[src/rtl/l1_cache_arbiter.sv]
// Shares one system-memory port between the L1 instruction and data caches.
// One line transaction is in flight at a time; responses return only to the requester.
module l1_cache_arbiter #(
   parameter int A_SZ   = 32,
   parameter int CL_LEN = 4
) (
   input  logic                  clk_in,
   input  logic                  reset_in,
   input  logic                  ic_req_valid,
   input  logic [A_SZ-1:0]       ic_req_addr,
   output logic                  ic_req_ready,
   output logic                  ic_rsp_valid,
   output logic [CL_LEN*32-1:0]  ic_rsp_data,
   input  logic                  dc_req_valid,
   input  logic                  dc_req_rw,
   input  logic [A_SZ-1:0]       dc_req_addr,
   input  logic [CL_LEN*32-1:0]  dc_req_wr_data,
   output logic                  dc_req_ready,
   output logic                  dc_rsp_valid,
   output logic [CL_LEN*32-1:0]  dc_rsp_data,
   output logic                  sm_req_valid,
   output logic                  sm_req_rw,
   output logic [A_SZ-1:0]       sm_req_addr,
   output logic [CL_LEN*32-1:0]  sm_req_wr_data,
   input  logic                  sm_req_ready,
   input  logic                  sm_rsp_valid,
   input  logic [CL_LEN*32-1:0]  sm_rsp_data
);

   localparam int LW  = CL_LEN * 32;
   localparam int OFS = $clog2(CL_LEN * 4);
   localparam logic [A_SZ-1:0] ADDR_MASK = {A_SZ{1'b1}} << OFS;

   typedef enum logic [1:0] {
      IDLE  = 2'd0,
      ISSUE = 2'd1,
      WAIT  = 2'd2,
      RESP  = 2'd3
   } state_t;

   typedef enum logic {
      GNT_IC = 1'b0,
      GNT_DC = 1'b1
   } gnt_t;

   state_t            state_q, state_d;
   gnt_t              grant_q, grant_d;
   gnt_t              last_grant_q, last_grant_d;
   logic              ic_req_ready_q, ic_req_ready_d;
   logic              dc_req_ready_q, dc_req_ready_d;
   logic              ic_rsp_valid_q, ic_rsp_valid_d;
   logic              dc_rsp_valid_q, dc_rsp_valid_d;
   logic [LW-1:0]     ic_rsp_data_q, ic_rsp_data_d;
   logic [LW-1:0]     dc_rsp_data_q, dc_rsp_data_d;
   logic              sm_req_valid_q, sm_req_valid_d;
   logic              sm_req_rw_q, sm_req_rw_d;
   logic [A_SZ-1:0]   sm_req_addr_q, sm_req_addr_d;
   logic [LW-1:0]     sm_req_wr_data_q, sm_req_wr_data_d;
   logic              take_dc_s;
   logic              rsp_take_s;

   // Under contention the side not granted last time wins.
   assign take_dc_s = dc_req_valid & (~ic_req_valid | (last_grant_q == GNT_IC));

   // Next-state and registered-output computation for the transaction FSM.
   always_comb begin
      state_d          = state_q;
      grant_d          = grant_q;
      last_grant_d     = last_grant_q;
      ic_req_ready_d   = 1'b0;
      dc_req_ready_d   = 1'b0;
      ic_rsp_valid_d   = 1'b0;
      dc_rsp_valid_d   = 1'b0;
      ic_rsp_data_d    = ic_rsp_data_q;
      dc_rsp_data_d    = dc_rsp_data_q;
      sm_req_valid_d   = 1'b0;
      sm_req_rw_d      = sm_req_rw_q;
      sm_req_addr_d    = sm_req_addr_q;
      sm_req_wr_data_d = sm_req_wr_data_q;
      rsp_take_s       = 1'b0;

      case (state_q)
         IDLE: begin
            if (ic_req_valid || dc_req_valid) begin
               if (take_dc_s) begin
                  dc_req_ready_d   = 1'b1;
                  grant_d          = GNT_DC;
                  last_grant_d     = GNT_DC;
                  sm_req_rw_d      = dc_req_rw;
                  sm_req_addr_d    = dc_req_addr & ADDR_MASK;
                  sm_req_wr_data_d = dc_req_wr_data;
               end else begin
                  ic_req_ready_d   = 1'b1;
                  grant_d          = GNT_IC;
                  last_grant_d     = GNT_IC;
                  sm_req_rw_d      = 1'b0;
                  sm_req_addr_d    = ic_req_addr & ADDR_MASK;
                  sm_req_wr_data_d = {LW{1'b0}};
               end
               state_d = ISSUE;
            end else begin
               state_d = IDLE;
            end
         end
         ISSUE: begin
            // First ISSUE cycle only raises sm_req_valid; handshake counts once it is visible.
            if (sm_req_valid_q && sm_req_ready) begin
               sm_req_valid_d = 1'b0;
               if (sm_rsp_valid) begin
                  rsp_take_s = 1'b1;
                  state_d    = RESP;
               end else begin
                  state_d = WAIT;
               end
            end else begin
               sm_req_valid_d = 1'b1;
               state_d        = ISSUE;
            end
         end
         WAIT: begin
            if (sm_rsp_valid) begin
               rsp_take_s = 1'b1;
               state_d    = RESP;
            end else begin
               state_d = WAIT;
            end
         end
         RESP: begin
            state_d = IDLE;
         end
         default: begin
            state_d = IDLE;
         end
      endcase

      if (rsp_take_s) begin
         if (grant_q == GNT_DC) begin
            dc_rsp_valid_d = 1'b1;
            dc_rsp_data_d  = sm_req_rw_q ? {LW{1'b0}} : sm_rsp_data;
         end else begin
            ic_rsp_valid_d = 1'b1;
            ic_rsp_data_d  = sm_rsp_data;
         end
      end else begin
         ic_rsp_valid_d = 1'b0;
         dc_rsp_valid_d = 1'b0;
      end
   end

   // State and output registers; reset aborts any transaction in flight.
   always_ff @(posedge clk_in) begin
      if (reset_in) begin
         state_q          <= IDLE;
         grant_q          <= GNT_IC;
         last_grant_q     <= GNT_IC;
         ic_req_ready_q   <= 1'b0;
         dc_req_ready_q   <= 1'b0;
         ic_rsp_valid_q   <= 1'b0;
         dc_rsp_valid_q   <= 1'b0;
         ic_rsp_data_q    <= {LW{1'b0}};
         dc_rsp_data_q    <= {LW{1'b0}};
         sm_req_valid_q   <= 1'b0;
         sm_req_rw_q      <= 1'b0;
         sm_req_addr_q    <= {A_SZ{1'b0}};
         sm_req_wr_data_q <= {LW{1'b0}};
      end else begin
         state_q          <= state_d;
         grant_q          <= grant_d;
         last_grant_q     <= last_grant_d;
         ic_req_ready_q   <= ic_req_ready_d;
         dc_req_ready_q   <= dc_req_ready_d;
         ic_rsp_valid_q   <= ic_rsp_valid_d;
         dc_rsp_valid_q   <= dc_rsp_valid_d;
         ic_rsp_data_q    <= ic_rsp_data_d;
         dc_rsp_data_q    <= dc_rsp_data_d;
         sm_req_valid_q   <= sm_req_valid_d;
         sm_req_rw_q      <= sm_req_rw_d;
         sm_req_addr_q    <= sm_req_addr_d;
         sm_req_wr_data_q <= sm_req_wr_data_d;
      end
   end

   assign ic_req_ready   = ic_req_ready_q;
   assign dc_req_ready   = dc_req_ready_q;
   assign ic_rsp_valid   = ic_rsp_valid_q;
   assign dc_rsp_valid   = dc_rsp_valid_q;
   assign ic_rsp_data    = ic_rsp_data_q;
   assign dc_rsp_data    = dc_rsp_data_q;
   assign sm_req_valid   = sm_req_valid_q;
   assign sm_req_rw      = sm_req_rw_q;
   assign sm_req_addr    = sm_req_addr_q;
   assign sm_req_wr_data = sm_req_wr_data_q;

endmodule

[config.mk]
export PLATFORM = sky130hd
export DESIGN_NAME = l1_cache_arbiter
export DESIGN_NICKNAME = d
export VERILOG_FILES = /design/src/rtl/l1_cache_arbiter.sv
export SDC_FILE = /design/constraint.sdc
export NUM_CORES = 1
export LEC_CHECK = 0
export CORE_AREA = 2 2 289 291
export CTS_CLUSTER_DIAMETER = 30
export DETAILED_ROUTE_END_ITERATION = 7
export DIE_AREA = 0 0 291 293
export PLACE_DENSITY = 0.52
export SLEW_MARGIN = 10
export SYNTH_ARGS = -nofsm -noshare
export SYNTH_HDL_FRONTEND = slang
export SYNTH_SLANG_ARGS = --single-unit
export TNS_END_PERCENT = 50
[constraint.sdc]
create_clock -name clk_in -period 2.62 [get_ports clk_in]
set_input_delay 0.393 -clock clk_in [delete_from_list [all_inputs] [get_ports clk_in]]
set_output_delay 0.393 -clock clk_in [all_outputs]
set_load 0.02 [all_outputs]
==> summary.md <==
| Metric | Value |
|---|---|
| First-iteration detailed-routing DRC count | `872` |
| WP data required | `2230 ps` |
| Power Density | `769 mW/mm^2` |
| Tmin final | `2270 ps` |
| Sw Pwr | `5530 uW` |
| CP delay by family, top | `buffers and inverters` |
| Layout cell share with drive strength beyond 1 | `0.100` |
| Mapped cell area | `0.0171 mm^2` |
| TritonCTS buffer count | `109` |
| Post-DP Area | `between 0.02 and 0.03 mm^2` |
| Vias | `16820` |
| Worst EP arrival | `1880 ps` |
| Register area share after synthesis | `0.494` |
| Final #Nets | `2797` |
| Total power | `between 20000 and 25000 uW` |
| Synth cell types | `31` |
| Outcome | `completed` |
| Yosys top cell by area | `dfxtp_1` |
| Setup violators final | `0` |
| Post-CTS Resized | `0` |
| Port bufs | `736` |
| Vias per cell | `4.62` |
| Number of H-tree levels | `3` |
| Pins Over Slew Limit | `0` |
| Area delta synth->final | `72.8%` |
| Final hold violations | `0` |
| Seq cells post-synth | `421` |
| Clock latency on the worst-skew pair | `approximately 660 ps` |
| Total Routing Usage GR | `0.175` |
| WL final | `78.6 mm` |
| Internal power | `17100 uW` |
| Sequential Power Share | `0.298` |
| Max_slew headroom | `0.431` |
| CP max FO | `2` |
| Remaining Overflow, GRT | `0` |
| Clock buffer depth | `3` |
| Leak | `0.0101 uW` |
| Final instance area | `0.0295 mm^2` |
| CP bufs+invs | `1` |
| Critical path class | `flop to output pin` |
| Filler instances | `8160` |
| Antenna violations before repair | `9` |
| Avg Cell Area, Syn | `9.66 um^2` |
| Routed length per instance | `between 20 and 25 um` |
| CP endpoint kind | `output pin` |
| Ys Warns | `0` |
| Initial core utilization | `0.208` |
| RSZ-0062 raised after global routing | `no` |
| Die Span X | `just under 300 um` |
| Row count | `105` |
| MaxCap Viol Count | `0` |
| Crit start category | `flop` |
| Worst hold path type | `input pin to flop` |
| Die area | `0.0853 mm^2` |
| Hold-fix buffers at CTS | `0` |
| Measured slew at the worst slew-check pin | `853 ps` |
| Pin count of the biggest net entering global routing | `130` |
| Share of synthesized flip-flops with an asynchronous set or reset | `0` |
| Residual DRC | `0` |
| Clock Power Share | `0.599` |
| Slowest cell on the critical path | `clkdlybuf4s50_1` |
| Max VDD drop | `595 uV` |
| GPL Wtd Cong | `just over 0.8` |
| Max Fclk | `440 MHz` |
| Ratio of final minimum period to clock period | `0.867` |
| Post-Syn Instances | `1766` |
| Post-synth EDFFs | `0` |
| Die height | `293 um` |
| Clk slew on worst S/H paths | `50 ps` |
| Post-DP HPWL | `56.7 mm` |
| Sw Ratio | `0.244` |
| Pre-antenna DRT Iters | `8` |
| Logic pwr share | `0.104` |
| Clock Skew | `38.3 ps` |
| Top cells by area, synth | `dfxtp_1, nand2b_1, mux2i_1` |
| First-pass GRT wire length | `114 mm` |
| Clk sinks | `roughly 420` |
| Slowest stage delay, CP | `just under 900 ps` |
| Synth top area share | `0.494` |
| TritonCTS clock tree | `done` |
| CP cell instances | `clkdlybuf4s50_1` |
| Post CTS Setup Buffer Count | `0` |
| Post-route antenna net violation count | `0` |
| Root Driver | `clkbuf_16` |
| Num ports | `about 750` |
| Placeable Area | `0.0818 mm^2` |
| Top_reg_cell synth | `dfxtp_1` |
| Total negative slack | `0 ps` |
| Vias in the first global route | `around 17000` |
[through the flow]
stage	setup slack (ps)	util	hold WS, ps	cells
2_1_floorplan	945	-	453	1769
3_3_place_gp	404	0.313	458	3425
3_5_place_dp	357	0.313	461	3425
4_1_cts	304	0.360	181	3631
5_1_grt	291	0.360	228	3636
6_report	349	0.360	230	3639
[sequential cells by signal, summed over array words and instances, names as in the netlist, named ones only]
register / count
dc_req_ready: 1
dc_rsp_data: 128
dc_rsp_valid: 1
ic_req_ready: 1
ic_rsp_data: 128
ic_rsp_valid: 1
last_grant_q: 1
sm_req_addr: 28
sm_req_rw: 1
sm_req_valid: 1
sm_req_wr_data: 128
state_q: 1
[kinds of logic (layout without fill, tap and decap cells)]
| kind of cell | after synthesis | after routing | share of synthesized area |
|---|---|---|---|
| AOI/OAI and AO/OA | 422 | 422 | 0.157 |
| adders and majority gates | 4 | 4 | 0.00293 |
| buffers and inverters | 205 | 997 | 0.0549 |
| DFF | 421 | 421 | 0.494 |
| muxes | 156 | 156 | 0.0915 |
| other | 1 | 12 | 0.000220 |
| and+or+nand+nor | 557 | 557 | 0.199 |
[power by group through the flow]
stage | Sequential, uW | Clock [uW] | Combinational [uW]
after floorplan | 7060 | 0 | 822
after CTS | 6740 | 13900 | 2370
after global placement | 6850 | 0 | 2330
final | 6740 | 13600 | 2350
after global routing | 6760 | 14200 | 2490
after detailed placement | 6850 | 0 | 2360
[cell usage after synthesis (2+ instances only)]
cell type	instances
dfxtp_1	421
nand2b_1	256
nor2_1	159
mux2i_1	156
clkbuf_1	136
a21oi_1	129
a32oi_1	129
nand4b_1	128
o21ai_0	125
buf_2	35
a211oi_1	28
buf_6	12
buf_1	10
buf_4	9
o21ai_1	5
ha_1	4
nand2_1	4
inv_1	3
nor3_1	3
nand3_1	2
nor3b_1	2
[cells in the final DEF (no fill, tap or decap), types with 109 or more instances in the layout]
| cell type | count |
|---|---|
| dfxtp_1 | 420 |
| mux2i_1 | 156 |
| nand2b_1 | 256 |
| nor2_1 | 159 |
| o21ai_0 | 125 |
| clkdlybuf4s50_1 | 734 |
| nand4b_1 | 128 |
| clkbuf_16 | 109 |
| a32oi_1 | 129 |
| a21oi_1 | 129 |
[path summary, 6_finish.rpt]
kind	startpoint	end	slack [ps]	cells after the start
setup reg to reg	flop	dc_rsp_data[94]$_SDFFE_PP0P_	450	6
hold reg to reg	ic_rsp_data[22]$_SDFFE_PP0P_	ic_rsp_data[22]$_SDFFE_PP0P_	470	2
hold / removal	reset_in	dc_rsp_data[77]$_SDFFE_PP0P_	230	2
setup / recovery	sm_req_wr_data[67]$_SDFFE_PP0P_	sm_req_wr_data[67]	350	1
[layer usage]
metal / global-route usage / vias up / part of all wire
met3: 0.0635 / 147 / 0.089
met1: 0.179 / 8153 / 0.36
li1: - / 7800 / -
met4: 0.0911 / 4 / 0.050
met2: 0.313 / 716 / 0.50
met5: 0 / - / 0.00034
[layout make-up]
cell class / instances / area [um^2] / share of cell area
Inverter: 3 / 11.3 / 0.000382
Multi-Input combinational cell: 1143 / 7790 / 0.264
Sequential cell: 421 / 8430 / 0.286
Clock buffer: 148 / 3120 / 0.106
Timing Repair Buffer: 788 / 8050 / 0.273
Antenna cell: 8 / 20.0 / 0.000679
Clock inverter: 58 / 718 / 0.0244
Tap cell: 1070 / 1340 / 0.0454
Power figures use the tool's default switching activity.
